[config.mk]
export PLATFORM = sky130hd
export DESIGN_NAME = psg_stereo
export DESIGN_NICKNAME = d
export VERILOG_FILES = /design/src/rtl/psg_pkg.sv /design/src/rtl/psg_tone_gen.sv /design/src/rtl/psg_stereo.sv
export SDC_FILE = /design/constraint.sdc
export NUM_CORES = 1
export LEC_CHECK = 0
export ABC_CLOCK_PERIOD_IN_PS = 8500
export BUFFER_PORTS_ARGS = -buffer_cell sky130_fd_sc_hd__buf_2
export CORE_MARGIN = 2
export CORE_UTILIZATION = 30
export CTS_BUF_LIST = sky130_fd_sc_hd__clkbuf_8 sky130_fd_sc_hd__clkbuf_16
export CTS_CLUSTER_SIZE = 40
export DETAILED_ROUTE_END_ITERATION = 10
export SYNTH_ARGS = -nofsm -noshare
export SYNTH_HDL_FRONTEND = slang
export SYNTH_SLANG_ARGS = --single-unit
[constraint.sdc]
create_clock -name in_clk -period 8.5 [get_ports in_clk]
set_clock_uncertainty 0.2 [all_clocks]
set_input_delay 0.425 -clock in_clk [delete_from_list [all_inputs] [get_ports in_clk]]
set_output_delay 0.425 -clock in_clk [all_outputs]
set_load 0.03 [all_outputs]
[src/rtl/psg_pkg.sv]
// psg_pkg: shared constants and types for the stereo PSG.
//   ATTEN_ROM    - 16-entry attenuation table, 2 dB per step, 13-bit levels
//   NM_*         - noise LFSR variants
//   NOISE_SEED   - LFSR seed per variant (a single 1 in the MSB)
//   latch_type_e - what a data byte is applied to
//   noise_reload - shift-period reload value for the noise rate counter
package psg_pkg;

    localparam int NM_SMS   = 0;  // 16-bit, taps 0^3
    localparam int NM_BBC   = 1;  // 15-bit, taps 0^1
    localparam int NM_TANDY = 2;  // 15-bit, taps 0^3

    localparam int LVL_W = 13;

    localparam logic [LVL_W-1:0] ATTEN_ROM [16] = '{
        13'h1FFF, 13'h196A, 13'h1430, 13'h1009,
        13'h0CBD, 13'h0A1E, 13'h0809, 13'h0662,
        13'h0512, 13'h0407, 13'h0333, 13'h028B,
        13'h0205, 13'h019B, 13'h0146, 13'h0000
    };

    localparam logic [15:0] NOISE_SEED [3] = '{16'h8000, 16'h4000, 16'h4000};

    typedef enum logic {
        LT_TONE  = 1'b0,
        LT_ATTEN = 1'b1
    } latch_type_e;

    // Rate 0/1/2 shift every 16/32/64 ticks; rate 3 is driven by tone2
    // and never uses the counter.
    function automatic logic [5:0] noise_reload(input logic [1:0] rate);
        case (rate)
            2'd0:    return 6'd15;
            2'd1:    return 6'd31;
            2'd2:    return 6'd63;
            default: return 6'd0;
        endcase
    endfunction

endpackage

[src/rtl/psg_tone_gen.sv]
// psg_tone_gen: one square-wave tone channel.
//   clk, rst : clock, async active-high reset
//   tick     : prescaler tick; the channel only advances on it
//   freq     : 10-bit half-period reload value
//   phase    : square-wave output bit
// freq <= 1 pins the phase high so the channel acts as a DC level for
// sample playback through the attenuator.
module psg_tone_gen (
    input  logic       clk,
    input  logic       rst,
    input  logic       tick,
    input  logic [9:0] freq,
    output logic       phase
);

    logic [9:0] cnt_q, cnt_d;
    logic       phase_q, phase_d;

    always_comb begin
        cnt_d   = cnt_q;
        phase_d = phase_q;
        if (tick) begin
            if (freq <= 10'd1) begin
                // counter parked at 0 so a later real freq toggles at once
                phase_d = 1'b1;
                cnt_d   = '0;
            end else if (cnt_q == '0) begin
                phase_d = ~phase_q;
                cnt_d   = freq;
            end else begin
                cnt_d = cnt_q - 10'd1;
            end
        end
    end

    always_ff @(posedge clk or posedge rst) begin
        if (rst) begin
            cnt_q   <= '0;
            phase_q <= 1'b0;
        end else begin
            cnt_q   <= cnt_d;
            phase_q <= phase_d;
        end
    end

    assign phase = phase_q;

endmodule

[src/rtl/psg_stereo.sv]
// psg_stereo: SN76489-style PSG with stereo panning.
//   in_clk, in_rst : clock, async active-high reset
//   in_val         : write byte, shared by PSG and pan writes
//   in_wr          : PSG write strobe (acts on rising edge)
//   in_pan_wr      : pan write strobe (acts on rising edge)
//   out_l, out_r   : registered, saturating unsigned mixes
//   out_tick       : one-clock pulse per prescaler tick
// Three tone channels live in psg_tone_gen; noise LFSR and mixer are here.
module psg_stereo
    import psg_pkg::*;
#(
    parameter int DIV_LOG2   = 4,
    parameter int NOISE_MODE = 0,
    parameter int OUT_W      = 16
) (
    input  logic             in_clk,
    input  logic             in_rst,
    input  logic [7:0]       in_val,
    input  logic             in_wr,
    input  logic             in_pan_wr,
    output logic [OUT_W-1:0] out_l,
    output logic [OUT_W-1:0] out_r,
    output logic             out_tick
);

    localparam int          LFSR_W = (NOISE_MODE == NM_SMS) ? 16 : 15;
    localparam int          TAP    = (NOISE_MODE == NM_BBC) ? 1 : 3;
    localparam logic [15:0] SEED   = NOISE_SEED[NOISE_MODE];
    // four terms each below 2^OUT_W never overflow OUT_W+2 bits
    localparam int          SUM_W  = OUT_W + 2;

    // ---------------- state ----------------
    logic                 old_wr_q, old_wr_d;
    logic                 old_pan_wr_q, old_pan_wr_d;
    logic [1:0]           latch_chan_q, latch_chan_d;
    latch_type_e          latch_type_q, latch_type_d;
    logic [2:0][9:0]      freq_q, freq_d;
    logic [3:0][3:0]      atten_q, atten_d;
    logic [2:0]           nctrl_q, nctrl_d;
    logic [15:0]          lfsr_q, lfsr_d;
    logic [5:0]           ncnt_q, ncnt_d;
    logic [7:0]           pan_q, pan_d;
    logic [DIV_LOG2-1:0]  presc_q, presc_d;
    logic                 run_q, run_d;
    logic                 ph2_prev_q, ph2_prev_d;
    logic [OUT_W-1:0]     out_l_q, out_l_d;
    logic [OUT_W-1:0]     out_r_q, out_r_d;

    // ---------------- combinational ----------------
    logic                 tick;
    logic [2:0]           phase;
    logic                 wr_edge, pan_edge, is_latch;
    logic [1:0]           wchan;
    latch_type_e          wtype;
    logic                 ph2_rise, nshift, fb_bit;
    logic [15:0]          lfsr_shift;
    logic [3:0]           ch_bit;
    logic [3:0][LVL_W-1:0] lvl;
    logic [SUM_W-1:0]     sum_l, sum_r;

    // run_q keeps out_tick low in reset while the prescaler sits at 0
    assign tick = run_q && (presc_q == '0);

    for (genvar g = 0; g < 3; g++) begin : g_tone
        psg_tone_gen u_tone (
            .clk   (in_clk),
            .rst   (in_rst),
            .tick  (tick),
            .freq  (freq_q[g]),
            .phase (phase[g])
        );
    end

    always_comb begin
        old_wr_d     = in_wr;
        old_pan_wr_d = in_pan_wr;
        latch_chan_d = latch_chan_q;
        latch_type_d = latch_type_q;
        freq_d       = freq_q;
        atten_d      = atten_q;
        nctrl_d      = nctrl_q;
        lfsr_d       = lfsr_q;
        ncnt_d       = ncnt_q;
        pan_d        = pan_q;
        presc_d      = presc_q + DIV_LOG2'(1);
        run_d        = 1'b1;
        ph2_prev_d   = phase[2];

        wr_edge  = in_wr && !old_wr_q;
        pan_edge = in_pan_wr && !old_pan_wr_q;
        is_latch = in_val[7];
        // a data byte goes to whatever the last latch byte selected
        wchan    = is_latch ? in_val[6:5] : latch_chan_q;
        wtype    = is_latch ? latch_type_e'(in_val[4]) : latch_type_q;

        // ---- noise ----
        ph2_rise = phase[2] && !ph2_prev_q;
        if (nctrl_q[1:0] == 2'd3) begin
            nshift = ph2_rise;
        end else begin
            nshift = tick && (ncnt_q == '0);
            if (tick) ncnt_d = (ncnt_q == '0) ? noise_reload(nctrl_q[1:0]) : ncnt_q - 6'd1;
        end
        fb_bit     = nctrl_q[2] ? (lfsr_q[0] ^ lfsr_q[TAP]) : lfsr_q[0];
        lfsr_shift = {1'b0, lfsr_q[15:1]};
        lfsr_shift[LFSR_W-1] = fb_bit;
        if (nshift) lfsr_d = (lfsr_shift == '0) ? SEED : lfsr_shift;

        // ---- PSG write; a noise-ctrl write overrides a same-cycle shift ----
        if (wr_edge) begin
            if (is_latch) begin
                latch_chan_d = in_val[6:5];
                latch_type_d = latch_type_e'(in_val[4]);
            end
            if (wtype == LT_ATTEN) begin
                atten_d[wchan] = in_val[3:0];
            end else if (wchan == 2'd3) begin
                nctrl_d = in_val[2:0];
                lfsr_d  = SEED;
                ncnt_d  = noise_reload(in_val[1:0]);
            end else begin
                for (int i = 0; i < 3; i++) begin
                    if (wchan == 2'(i)) begin
                        if (is_latch) freq_d[i][3:0] = in_val[3:0];
                        else          freq_d[i][9:4] = in_val[5:0];
                    end
                end
            end
        end

        if (pan_edge) pan_d = in_val;

        // ---- mixer ----
        ch_bit = {lfsr_q[0], phase};
        sum_l  = '0;
        sum_r  = '0;
        for (int i = 0; i < 4; i++) begin
            lvl[i] = ch_bit[i] ? ATTEN_ROM[atten_q[i]] : '0;
            if (pan_q[4+i]) sum_l = sum_l + SUM_W'(lvl[i]);
            if (pan_q[i])   sum_r = sum_r + SUM_W'(lvl[i]);
        end
        out_l_d = (|sum_l[SUM_W-1:OUT_W]) ? {OUT_W{1'b1}} : sum_l[OUT_W-1:0];
        out_r_d = (|sum_r[SUM_W-1:OUT_W]) ? {OUT_W{1'b1}} : sum_r[OUT_W-1:0];
    end

    // Edge-detect history keeps sampling through reset, so a strobe held
    // high across reset release is not mistaken for a new write, while a
    // strobe that was low in reset can write on the first clock after it.
    always_ff @(posedge in_clk) begin
        old_wr_q     <= old_wr_d;
        old_pan_wr_q <= old_pan_wr_d;
    end

    always_ff @(posedge in_clk or posedge in_rst) begin
        if (in_rst) begin
            latch_chan_q <= 2'd0;
            latch_type_q <= LT_TONE;
            freq_q       <= '0;
            atten_q      <= {4{4'hF}};
            nctrl_q      <= '0;
            lfsr_q       <= SEED;
            ncnt_q       <= '0;
            pan_q        <= 8'hFF;
            presc_q      <= '0;
            run_q        <= 1'b0;
            ph2_prev_q   <= 1'b0;
            out_l_q      <= '0;
            out_r_q      <= '0;
        end else begin
            latch_chan_q <= latch_chan_d;
            latch_type_q <= latch_type_d;
            freq_q       <= freq_d;
            atten_q      <= atten_d;
            nctrl_q      <= nctrl_d;
            lfsr_q       <= lfsr_d;
            ncnt_q       <= ncnt_d;
            pan_q        <= pan_d;
            presc_q      <= presc_d;
            run_q        <= run_d;
            ph2_prev_q   <= ph2_prev_d;
            out_l_q      <= out_l_d;
            out_r_q      <= out_r_d;
        end
    end

    assign out_l    = out_l_q;
    assign out_r    = out_r_q;
    assign out_tick = tick;

endmodule

==> results by stage, run 1 <==
Yosys:
- The netlist area before placement is ~13,000 um2.
- The count of synthesis-stage warnings from yosys is 0.
- The largest family of logic cells by synthesized area is compound AO/OA/AOI/OAI gates.
- The number of flops mapped to enable cells by yosys is 0.
- The synthesized netlist devotes under 10% of its cell area to XOR and XNOR gates.
- The average cell area after synthesis is roughly 8.6 um2.
- The synthesized netlist cell count is roughly 1,500.
- In this run, synthesis produced a sequential element count of 155.
- After synthesis, flip-flops and latches occupy 29.9% of the total area.
- The share of synthesized area spent on multiplexers is ~11%.
- The proportion of register bits with asynchronous set or reset after synthesis is between 90% and 100%.
- The flip-flop cell with the highest count after synthesis is sky130_fd_sc_hd__dfrtp_1.
- The synthesized netlist devotes 12.2% of its cell area to adder and majority cells.
- The area fraction in compound gates after synthesis is between 20% and 30%.
- The share of synthesized cell area in and, or, nand and nor gates is approximately 18%.
- The net count after synthesis is around 1,700.
- Synthesis instantiated 86 different standard cells from the library.

CTS:
- TritonCTS built the clock tree.
- The number of gates resized after CTS was 0.
- The clock latency at the later pin of the worst-skew pair is roughly 0.45 ns.
- Clock-pin slew was measured on the worst setup and hold paths at approximately 0.08 ns.
- The clock passes through at most 2 buffers.
- For this design, the sink count on the clock tree is roughly 160.
- The clock root buffer is sky130_fd_sc_hd__clkbuf_16.
- Buffers added to address setup during post-CTS repair amount to 0.
- Clock tree synthesis inserted a total of 17 buffers.
- The H-tree depth is 4.

Drt:
- In the final routed layout, each cell accounts on average for 16.0 um.
- The number of vias after detailed routing is 11,200.
- In the routed layout, each cell is associated on average with a via count of 5.25.
- For this run, design rule violations remaining after detail routing come to 0.
- The total length of routed wires is between 30,000 and 40,000 um.
- The first TritonRoute pass finished after 5 iterations.
- The final antenna-violating net count is 0.
- The DRC violation total after the first TritonRoute iteration is between 700 and 800.

Global route:
- The total overflow left after global routing is 0.
- The number of antenna violations at the first check in global routing is 1.
- Entering global routing, the biggest net connects 104 pins.
- The first global-routing pass estimated roughly 55,000 um of wire.
- The number of global-route vias before repair is 10,400.
- Across every metal layer, demand over resource in global routing totals ~15%.

Timing:
- The summed negative setup slack over all endpoints is 0 ns.
- The final hold violation count is 1.
- Hold timing on the final database bottoms out at a slack of -0.00241 ns.
- The number of setup violations in the final report is 0.
- The worst path meets setup with between 1.5 and 2 ns of slack.
- In this run the tightest slew margin relative to its limit is a little over a fifth.
- The clock period minus final worst setup slack is ~7 ns.
- The maximum frequency from static timing analysis is 143 MHz.
- For the pin with the worst max-slew slack, the measured transition is 1.18 ns.
- The number of max-slew violations in the final report came to 0.
- Setup repair after global routing left no endpoint under its margin.
- The final critical path takes up 82.3% of the cycle.

Placement:
- The area of placed instances is 13,800 um2.
- Detailed placement finished with a half-perimeter wire length of roughly 25,000 um.
- The congestion estimate from routability-driven global placement came to between 0.8 and 0.9.
- The quantity of I/O buffers inserted on ports is between 40 and 50.
- The worst setup slack before clock tree synthesis is 1.68 ns.

Outcome:
- The flow ran to the end, but the final reports show violations.
- The final reports fail on negative hold slack.

Die:
- 45 I/O pins were placed.
- In this run the vertical extent of the chip is about 210 um.
- The core box area is about 43,000 um2.
- After floorplanning, the core was divided into 76 placement rows.
- From left edge to right edge, the die measures roughly 210 um.
- Once the floorplan was initialized, standard cells occupied between 30% and 40% of the core.
- The floorplan step defined a die boundary enclosing 45,200 um2.

Job:
- The max-capacitance violation count is 0.

Cells and area:
- The design area is between 10,000 and 15,000 um2.
- The area growth from synthesis to layout is 10.4%.
- The post-route netlist has approximately 14% of its cells at a drive strength greater than 1.
- 0 antenna diodes ended up in the layout.
- The most common cell after layout, fill and taps aside is sky130_fd_sc_hd__nor2_1.
- The number of nets in the layout is around 1,700.
- The layout has 4,412 filler cells.
- In the layout the commonest cells are sky130_fd_sc_hd__nor2_1 (161), sky130_fd_sc_hd__dfrtp_1 (128), sky130_fd_sc_hd__nand2_1 (125).

Power and ir drop:
- Power spread over the standard cell area amounts to 434 nW/um2.
- The worst vdd rail ir drop is about 0.17 mV.
- The leakage power figure is approximately 0.0066 uW.
- The final total power is roughly 6300 uW.

Setup path:
- In this run the worst setup path begins at atten_q[5]$_DFFE_PP1P_.
- Data arrives at the worst endpoint at about 7 ns.
- The sort of element at the end of the critical path is a register.
- At the worst endpoint, the required time is 8.67 ns.
- The maximum fanout encountered on the critical timing path is 11.
- The worst register-to-register path begins at atten_q[5]$_DFFE_PP1P_.
- The worst setup path is of the reg -> reg kind.
- The sort of element at the start of the critical path is a register.

Worst hold path:
- The type of the tightest min-delay check is in -> async.
cells by family (layout without fill, tap and decap cells):
kind of cell	after synthesis	count (layout)
AOI/OAI and AO/OA	417	417
adders and majority gates	125	125
and+or+nand+nor	502	502
buffers and inverters	133	153
muxes	131	131
xor gates and xnor gates	57	57
DFF	155	155
other	1	1
state kept, by name, indices dropped and copies added (netlist names), 2 cells and up:
signal and cells:
lfsr_q 16, atten_q 16, presc_q 4, freq_q 30
g_tone.u_tone.phase 3, g_tone.u_tone.cnt_q 30, ncnt_q 6, out_l 16
out_r 16, latch_chan_q 2, nctrl_q 3, pan_q 8
layout make-up:
| type | count | area [um2] | area share (%) |
|---|---|---|---|
| timing repair buffer | 52 | 285 | 1.98 |
| clock inverter | 14 | 140 | 0.972 |
| inverter | 69 | 264 | 1.83 |
| clock buffer | 18 | 439 | 3.05 |
| multi-input combinational | 1233 | 8660 | 60.1 |
| tap | 585 | 732 | 5.08 |
| sequential | 155 | 3900 | 27.0 |
worst max-delay path, cell delays in order (launching register included):
cell	delay [ns]
sky130_fd_sc_hd__dfstp_2	0.65
sky130_fd_sc_hd__inv_1	0.18
sky130_fd_sc_hd__ha_1	0.38
sky130_fd_sc_hd__mux2i_1	0.15
sky130_fd_sc_hd__nor2_1	0.05
sky130_fd_sc_hd__a211oi_1	0.35
sky130_fd_sc_hd__ha_1	0.31
sky130_fd_sc_hd__nor4b_1	0.07
sky130_fd_sc_hd__a311oi_1	0.39
sky130_fd_sc_hd__a21o_1	0.18
sky130_fd_sc_hd__a21oi_1	0.08
sky130_fd_sc_hd__xnor2_1	0.13
sky130_fd_sc_hd__mux2_2	0.28
sky130_fd_sc_hd__ha_1	0.32
sky130_fd_sc_hd__o21a_1	0.15
sky130_fd_sc_hd__a2111oi_0	0.63
sky130_fd_sc_hd__o21bai_1	0.15
sky130_fd_sc_hd__xor2_1	0.16
sky130_fd_sc_hd__mux2_2	0.28
sky130_fd_sc_hd__ha_1	0.33
sky130_fd_sc_hd__nor2_1	0.06
sky130_fd_sc_hd__nor2_1	0.21
sky130_fd_sc_hd__a31oi_1	0.16
sky130_fd_sc_hd__a2111oi_0	0.53
sky130_fd_sc_hd__o21ai_0	0.21
sky130_fd_sc_hd__xor2_1	0.18
sky130_fd_sc_hd__mux2i_1	0.13
report_power, final:
part	switching (uW)	internal, uW
Combinational	2320	1800
Sequential	346	1040
Clock	357	398
Total	3030	3240
final timing paths:
check                                              end  cells after the start  slack (ns)
worst min register to register    presc_q[3]$_DFF_PP0_                      1        0.27
min in group in_clk             atten_q[4]$_DFFE_PP1P_                      3        0.14
worst min-delay path              lfsr_q[10]$_DFF_PP0_                      2      -0.002
max in group asynchronous       freq_q[28]$_DFFE_PP0P_                      3        6.87
worst max-delay path               out_l[14]$_DFF_PP0_                     26        1.50
worst max register to register     out_l[14]$_DFF_PP0_                     26        1.50
timing repair:
action	CTS	global route
hold buffers	2	0
endpoints found under the setup margin	0	0
hold endpoints to repair	2	0
through the flow:
stage                     std cells  util, %
final                          2126     33.5
after detailed placement       2092     32.1
after global routing           2126     33.5
after CTS                      2126     33.5
after global placement         2092     32.1
after floorplan                1521        -
cells in the mapped netlist (all sizes together) (5+ instances only):
master / n / area share, %
nor2: 162 / 4.7
dfrtp: 128 / 25
nand2: 125 / 3.6
ha: 119 / 11
o21ai: 112 / 4.3
a21oi: 108 / 4.1
mux2: 89 / 7.7
inv: 68 / 2.0
clkbuf: 50 / 1.4
nor3: 43 / 1.6
mux2i: 42 / 3.3
xnor2: 42 / 2.8
nand3: 29 / 1.1
a21o: 26 / 1.5
dfstp: 25 / 5.0
and2: 24 / 1.1
o21a: 23 / 1.3
nand2b: 22 / 1.1
o31ai: 21 / 1.2
nor2b: 18 / 0.86
or3: 18 / 0.86
a211oi: 17 / 1.1
xor2: 15 / 1.0
buf: 14 / 0.49
nor4: 14 / 0.67
a31oi: 13 / 0.62
o211ai: 13 / 0.75
nand3b: 11 / 0.63
a2111oi: 8 / 0.79
nand4: 8 / 0.38
o22ai: 8 / 0.38
o211a: 7 / 0.54
or2: 7 / 0.34
a221oi: 6 / 0.63
a22oi: 6 / 0.34
o21bai: 6 / 0.34
a31o: 5 / 0.34
nor3b: 5 / 0.29
o41ai: 5 / 0.34
metal layers:
metal | up-vias | share of wire [%] | global-route usage [%]
li1 | 5525 | - | -
met1 | 5371 | 47 | 21.2
met2 | 243 | 47 | 25.0
met3 | 25 | 4.8 | 2.52
met4 | 2 | 1.3 | 3.62
met5 | - | 0.038 | 0
No activity file was read; power rests on OpenSTA's default activity.
==> inputs of run 2 (changes only) <==
- ABC_AREA: unset -> 1
- ABC_CLOCK_PERIOD_IN_PS: 8500 -> 6400
- clock period: 8.5 -> 6.4 ns (I/O delays scaled with it)
==> run 2 against run 1 <==
The run now ends clean; final cell count increased by 16%; count of clock-buffer cells in the layout unchanged; register-to-register slack got worse by 0.99 ns; clock power increased by 34%; combinational power increased by 20%; via count increased by 9.6%; final area increased by 0.58%; sequential power increased by 20%; flip-flop and latch count unchanged; sequential share of layout area decreased by 0.16 points; die area decreased by 0.81%; setup slack got worse by 0.99 ns; highest routed layer is now met4.
==> results by stage, run 2 <==
Die:
- The effective utilization at floorplan is 30.2% (-0.12 points).
- The full die area came to 44,900 um2 (-0.81%).
- The number of ports placed on the die boundary was 45 (unchanged).
- The die span in x is 212 um (-0.40%).
- The number of rows created at floorplan is 76 (unchanged).
- The height of the die is 212 um (-0.40%).
- The core box area is 42,900 um2 (-0.44%).

Timing:
- The number of setup violations in the final report came to 0 (unchanged).
- The measured slew at the worst slew-check pin is 0.927 ns (-0.253 ns).
- The clock period minus final worst setup slack is 5.88 ns (-1.11 ns).
- The worst hold slack is 0.0211 ns (+0.0235 ns).
- The number of max-slew violations in the final report was 0 (unchanged).
- The portion of the clock cycle consumed by the worst path in the final layout was 91.9% (+9.6 points).
- The maximum frequency from static timing analysis was 170 MHz (+19%).
- The final hold violation count is 0 (-1).
- The relative slew slack is 38.2% (+17 points).

Global route:
- The total routing usage reported by global routing is 17.2% (+1.9 points).
- The number of antenna violations at the first check in global routing is 0 (-1).
- The total overflow reported by the global router is 0 (unchanged).
- The global-route wire length before repair was 60,600 um (+10%).
- The maximum number of pins on one net before global-route repair is 97 (-6.7%).
- The number of global-route vias before repair was 11,600 (+11%).

Yosys:
- The flip-flop cell with the highest count after synthesis is sky130_fd_sc_hd__dfrtp_1.
- The net count after synthesis came to 1,965 (+19%).
- The most repeated cell in the gate-level netlist after synthesis is sky130_fd_sc_hd__nand2_1.
- The share of Yosys cell area claimed by the top area cell type was 24.7% (+0.20 points).
- In the post-synthesis netlist, the biggest area contributors are sky130_fd_sc_hd__dfrtp_1 (25%), sky130_fd_sc_hd__nand2_1 (12%), sky130_fd_sc_hd__ha_1 (11%), sky130_fd_sc_hd__o21ai_0 (6.9%), sky130_fd_sc_hd__inv_1 (5.6%).
- The proportion of register bits with asynchronous set or reset after synthesis was 98.7% (unchanged).
- The share of the yosys chip area belonging to registers is 30.1% (+0.25 points).
- By count the netlist is led by sky130_fd_sc_hd__nand2_1 (423), sky130_fd_sc_hd__inv_1 (194), sky130_fd_sc_hd__o21ai_0 (178).
- The netlist area before placement is 13,000 um2 (-0.82%).
- The number of flops mapped to enable cells by yosys came to 0 (unchanged).
- The synthesized netlist cell count came to 1,830 (+20%).
- The cell taking the most area after synthesis is sky130_fd_sc_hd__dfrtp_1.
- The average cell area after synthesis is 7.08 um2 (-18%).
- The number of storage elements in the synthesis netlist is 155 (unchanged).
- The count of cell types in the netlist is 65 (-24%).
- The count of synthesis-stage warnings from yosys is 0 (unchanged).

Placement:
- The quantity of I/O buffers inserted on ports is 44 (unchanged).
- The number of placed instances with taps included is 2,418 (+16%).
- The area of placed instances was 13,800 um2 (-0.45%).
- The half-perimeter wire length after placement is 29,000 um (+14%).
- The final weighted congestion in routability-driven placement came to 0.937 (+4.5%).

Cells and area:
- The number of nets in the layout is 2,000 (+20%).
- The design area is 14,500 um2 (+0.58%).
- The final antenna diode count is 0 (unchanged).
- The final core area utilization is 33.8% (+0.34 points).
- The signed area change from the synthesized netlist to the final layout is 12.0%.
- In the final layout, the registers with the most flip-flops are freq_q x30, g_tone.u_tone.cnt_q x30.
- The number of filler cells placed in the layout is 4,554 (+3.2%).
- The final instance count without filler cells is 2,463 (+16%).
- The ratio of cells with drive above 1 in the final layout is 10.4% (-3.8 points).
- In the layout the commonest cells are sky130_fd_sc_hd__nand2_1 (423), sky130_fd_sc_hd__inv_1 (192), sky130_fd_sc_hd__o21ai_0 (174).
- The library cell used most frequently in the layout, excluding fill and tap cells, is sky130_fd_sc_hd__nand2_1.

CTS:
- The clock latency at the later pin of the worst-skew pair is 0.47 ns (+0.02 ns).
- The CTS tree is yes.
- The H-tree depth is 4 (unchanged).
- The clock sink count is 155 (unchanged).
- The clock transition at the registers of the reported paths is 0.07 ns (about the same).
- Clock tree synthesis selected as its root buffer the cell sky130_fd_sc_hd__clkbuf_16.
- The worst-case clock buffer depth is 2 (unchanged).
- The number of buffers added by the clock tree synthesis step is 17 (unchanged).

Power and ir drop:
- The worst vdd rail ir drop is 0.188 mV (+12%).
- The leakage power figure came to 0.00705 uW (+6.8%).
- The power density relative to cell area is 525 nW/um2 (+21%).
- The relative contribution of sequential cells to total power came to 21.7% (-0.4 points).
- The switching share of power is 52.5% (+4.2 points).
- The clock network fraction of total power is 13.3% (+1.2 points).
- The combinational power share is 65.0% (-0.9 points).
- The switching power total is 4000 uW (+32%).
- The internal power is 3620 uW (+12%).

Setup path:
- The critical path required time is 6.55 ns (-2.12 ns).
- In this run the critical register-to-register path is launched from atten_q[0]$_DFFE_PP1P_.
- The critical path arrival is 6.03 ns (-1.13 ns).
- The internal reg-to-reg setup slack came to 0.52 ns (-0.99 ns).
- The highest cell delay on the worst timing path came to 0.57 ns (-0.08 ns).
- The critical path's slowest cell is sky130_fd_sc_hd__dfstp_2.
- The cell seen most often among critical-path stages is sky130_fd_sc_hd__nand2_1.
- The maximum fanout encountered on the critical timing path was 6 (-5).
- The sort of element at the end of the critical path is a register.
- The endpoint of the most critical setup path is out_l[14]$_DFF_PP0_.
- The worst reg2reg path depth is 32 (+23%).
- Tracing the worst setup path back leads to its startpoint at atten_q[0]$_DFFE_PP1P_.
- The endpoint of the most critical register-to-register path is out_l[14]$_DFF_PP0_.
- The worst setup path is launched from a register.
- The category of the critical setup timing path is reg -> reg.

Outcome:
- The run finished with clean final reports.

Drt:
- The total length of routed wires is 37,400 um (+10%).
- The final antenna-violating net count is 0 (unchanged).
- The ratio of routed vias to standard cells was 4.97 (-5.4%).
- The detail-routed net length per standard cell is 15.2 um (-4.9%).
- The number of vias after detailed routing is 12,200 (+9.6%).
- The DRC violation total after the first TritonRoute iteration is 1,086 (+41%).
- The post-route DRC violation count is 0 (unchanged).
- The detailed-router iteration count before antenna repair is 6 (+1).

Worst hold path:
- The type of the tightest min-delay check is in -> reg.

Job:
- The max-capacitance violation count is 0 (unchanged).
-- run 2: changes by cell type after synthesis, moves of 19 or more --
cell / change
sky130_fd_sc_hd__nand2_1: +298
sky130_fd_sc_hd__inv_1: +126
sky130_fd_sc_hd__mux2_2: -88
sky130_fd_sc_hd__o21ai_0: +74
sky130_fd_sc_hd__nand3_1: +69
sky130_fd_sc_hd__mux2i_1: -40
sky130_fd_sc_hd__a21oi_1: +26
sky130_fd_sc_hd__xnor2_1: -25
sky130_fd_sc_hd__nand2b_1: -22
sky130_fd_sc_hd__o21a_1: -21
sky130_fd_sc_hd__a21o_1: -20
sky130_fd_sc_hd__xor2_1: +20
sky130_fd_sc_hd__nand2_2: +19
sky130_fd_sc_hd__o31ai_1: -19
-- run 2: how the worst min path moves through the flow --
stage,startpoint,endpoint,slack (ns),depth (start not counted)
floorplan,in_pan_wr,old_pan_wr_q$_DFF_P_,0.15,0
global placement,in_wr,old_wr_q$_DFF_P_,0.24,1
detailed placement,in_wr,old_wr_q$_DFF_P_,0.24,1
CTS,in_val[4],pan_q[4]$_DFFE_PP1P_,0.01,3
global route,in_val[4],pan_q[4]$_DFFE_PP1P_,0.06,3
finish,in_val[4],pan_q[4]$_DFFE_PP1P_,0.02,3
-- run 2: worst max-delay path, delay by kind of cell, from the launching register on --
kind / cells / cell delay (ns)
AO/OA/AOI/OAI: 11 / 1.97
flip-flops: 1 / 0.57
buffers and inverters: 3 / 0.28
adder cells (fa/ha/maj): 4 / 1.46
AND/OR/NAND/NOR: 13 / 1.11
XOR/XNOR: 1 / 0.17
-- run 2: layout make-up --
cell class / instances / area [um2] / area share, %
multi-input combinational: 1424 / 8130 / 56.0
timing repair buffer: 65 / 393 / 2.71
clock inverter: 14 / 149 / 1.03
sequential: 155 / 3900 / 26.9
inverter: 202 / 768 / 5.30
tap: 585 / 732 / 5.05
clock buffer: 18 / 439 / 3.03
-- run 2: logic make-up (layout without fill, tap and decap cells) --
| family | count (synthesis) | in the layout | share of synthesized area [%] |
|---|---|---|---|
| AO/OA/AOI/OAI | 425 | 425 | 18.4 |
| XOR/XNOR | 54 | 54 | 3.77 |
| adder cells (fa/ha/maj) | 123 | 123 | 12.1 |
| buffers and inverters | 251 | 299 | 7.59 |
| flip-flops | 155 | 155 | 30.1 |
| multiplexers | 1 | 1 | 0.0869 |
| other | 1 | 1 | 0.0289 |
| AND/OR/NAND/NOR | 820 | 820 | 27.9 |
-- run 2: routing by layer --
metal  routed length, um  up-vias  GRT usage, %  part of all wire (%)
met5                   0        -             0                     0
met4                 818        0          6.19                   2.2
met3                1620       48          2.43                   4.3
met2               17700      275          29.0                    47
met1               17200     5741          22.5                    46
li1                    -     6171             -                     -
-- run 2: what timing repair did --
item,in CTS,in global routing
hold buffers,6,0
hold endpoints to repair,90,0
setup endpoints to repair,0,10
resized for setup,0,15
buffers inserted,0,7
-- run 2: power by group through the flow --
stage / clock, uW / combinational [uW] / sequential [uW]
floorplan: 0 / 3580 / 1710
global placement: 0 / 4780 / 1670
detailed placement: 0 / 4820 / 1670
CTS: 1040 / 4850 / 1660
global route: 1080 / 5590 / 1710
finish: 1010 / 4950 / 1660
-- run 2: per-stage QoR --
stage	TNS [ns]	power (uW)	worst slack, ns
final	0	7620	0.516
after global routing	-0.00200	8380	-0.00200
after CTS	0	7550	0.348
after detailed placement	0	6490	0.380
after global placement	0	6450	0.429
after floorplan	0	5290	1.04
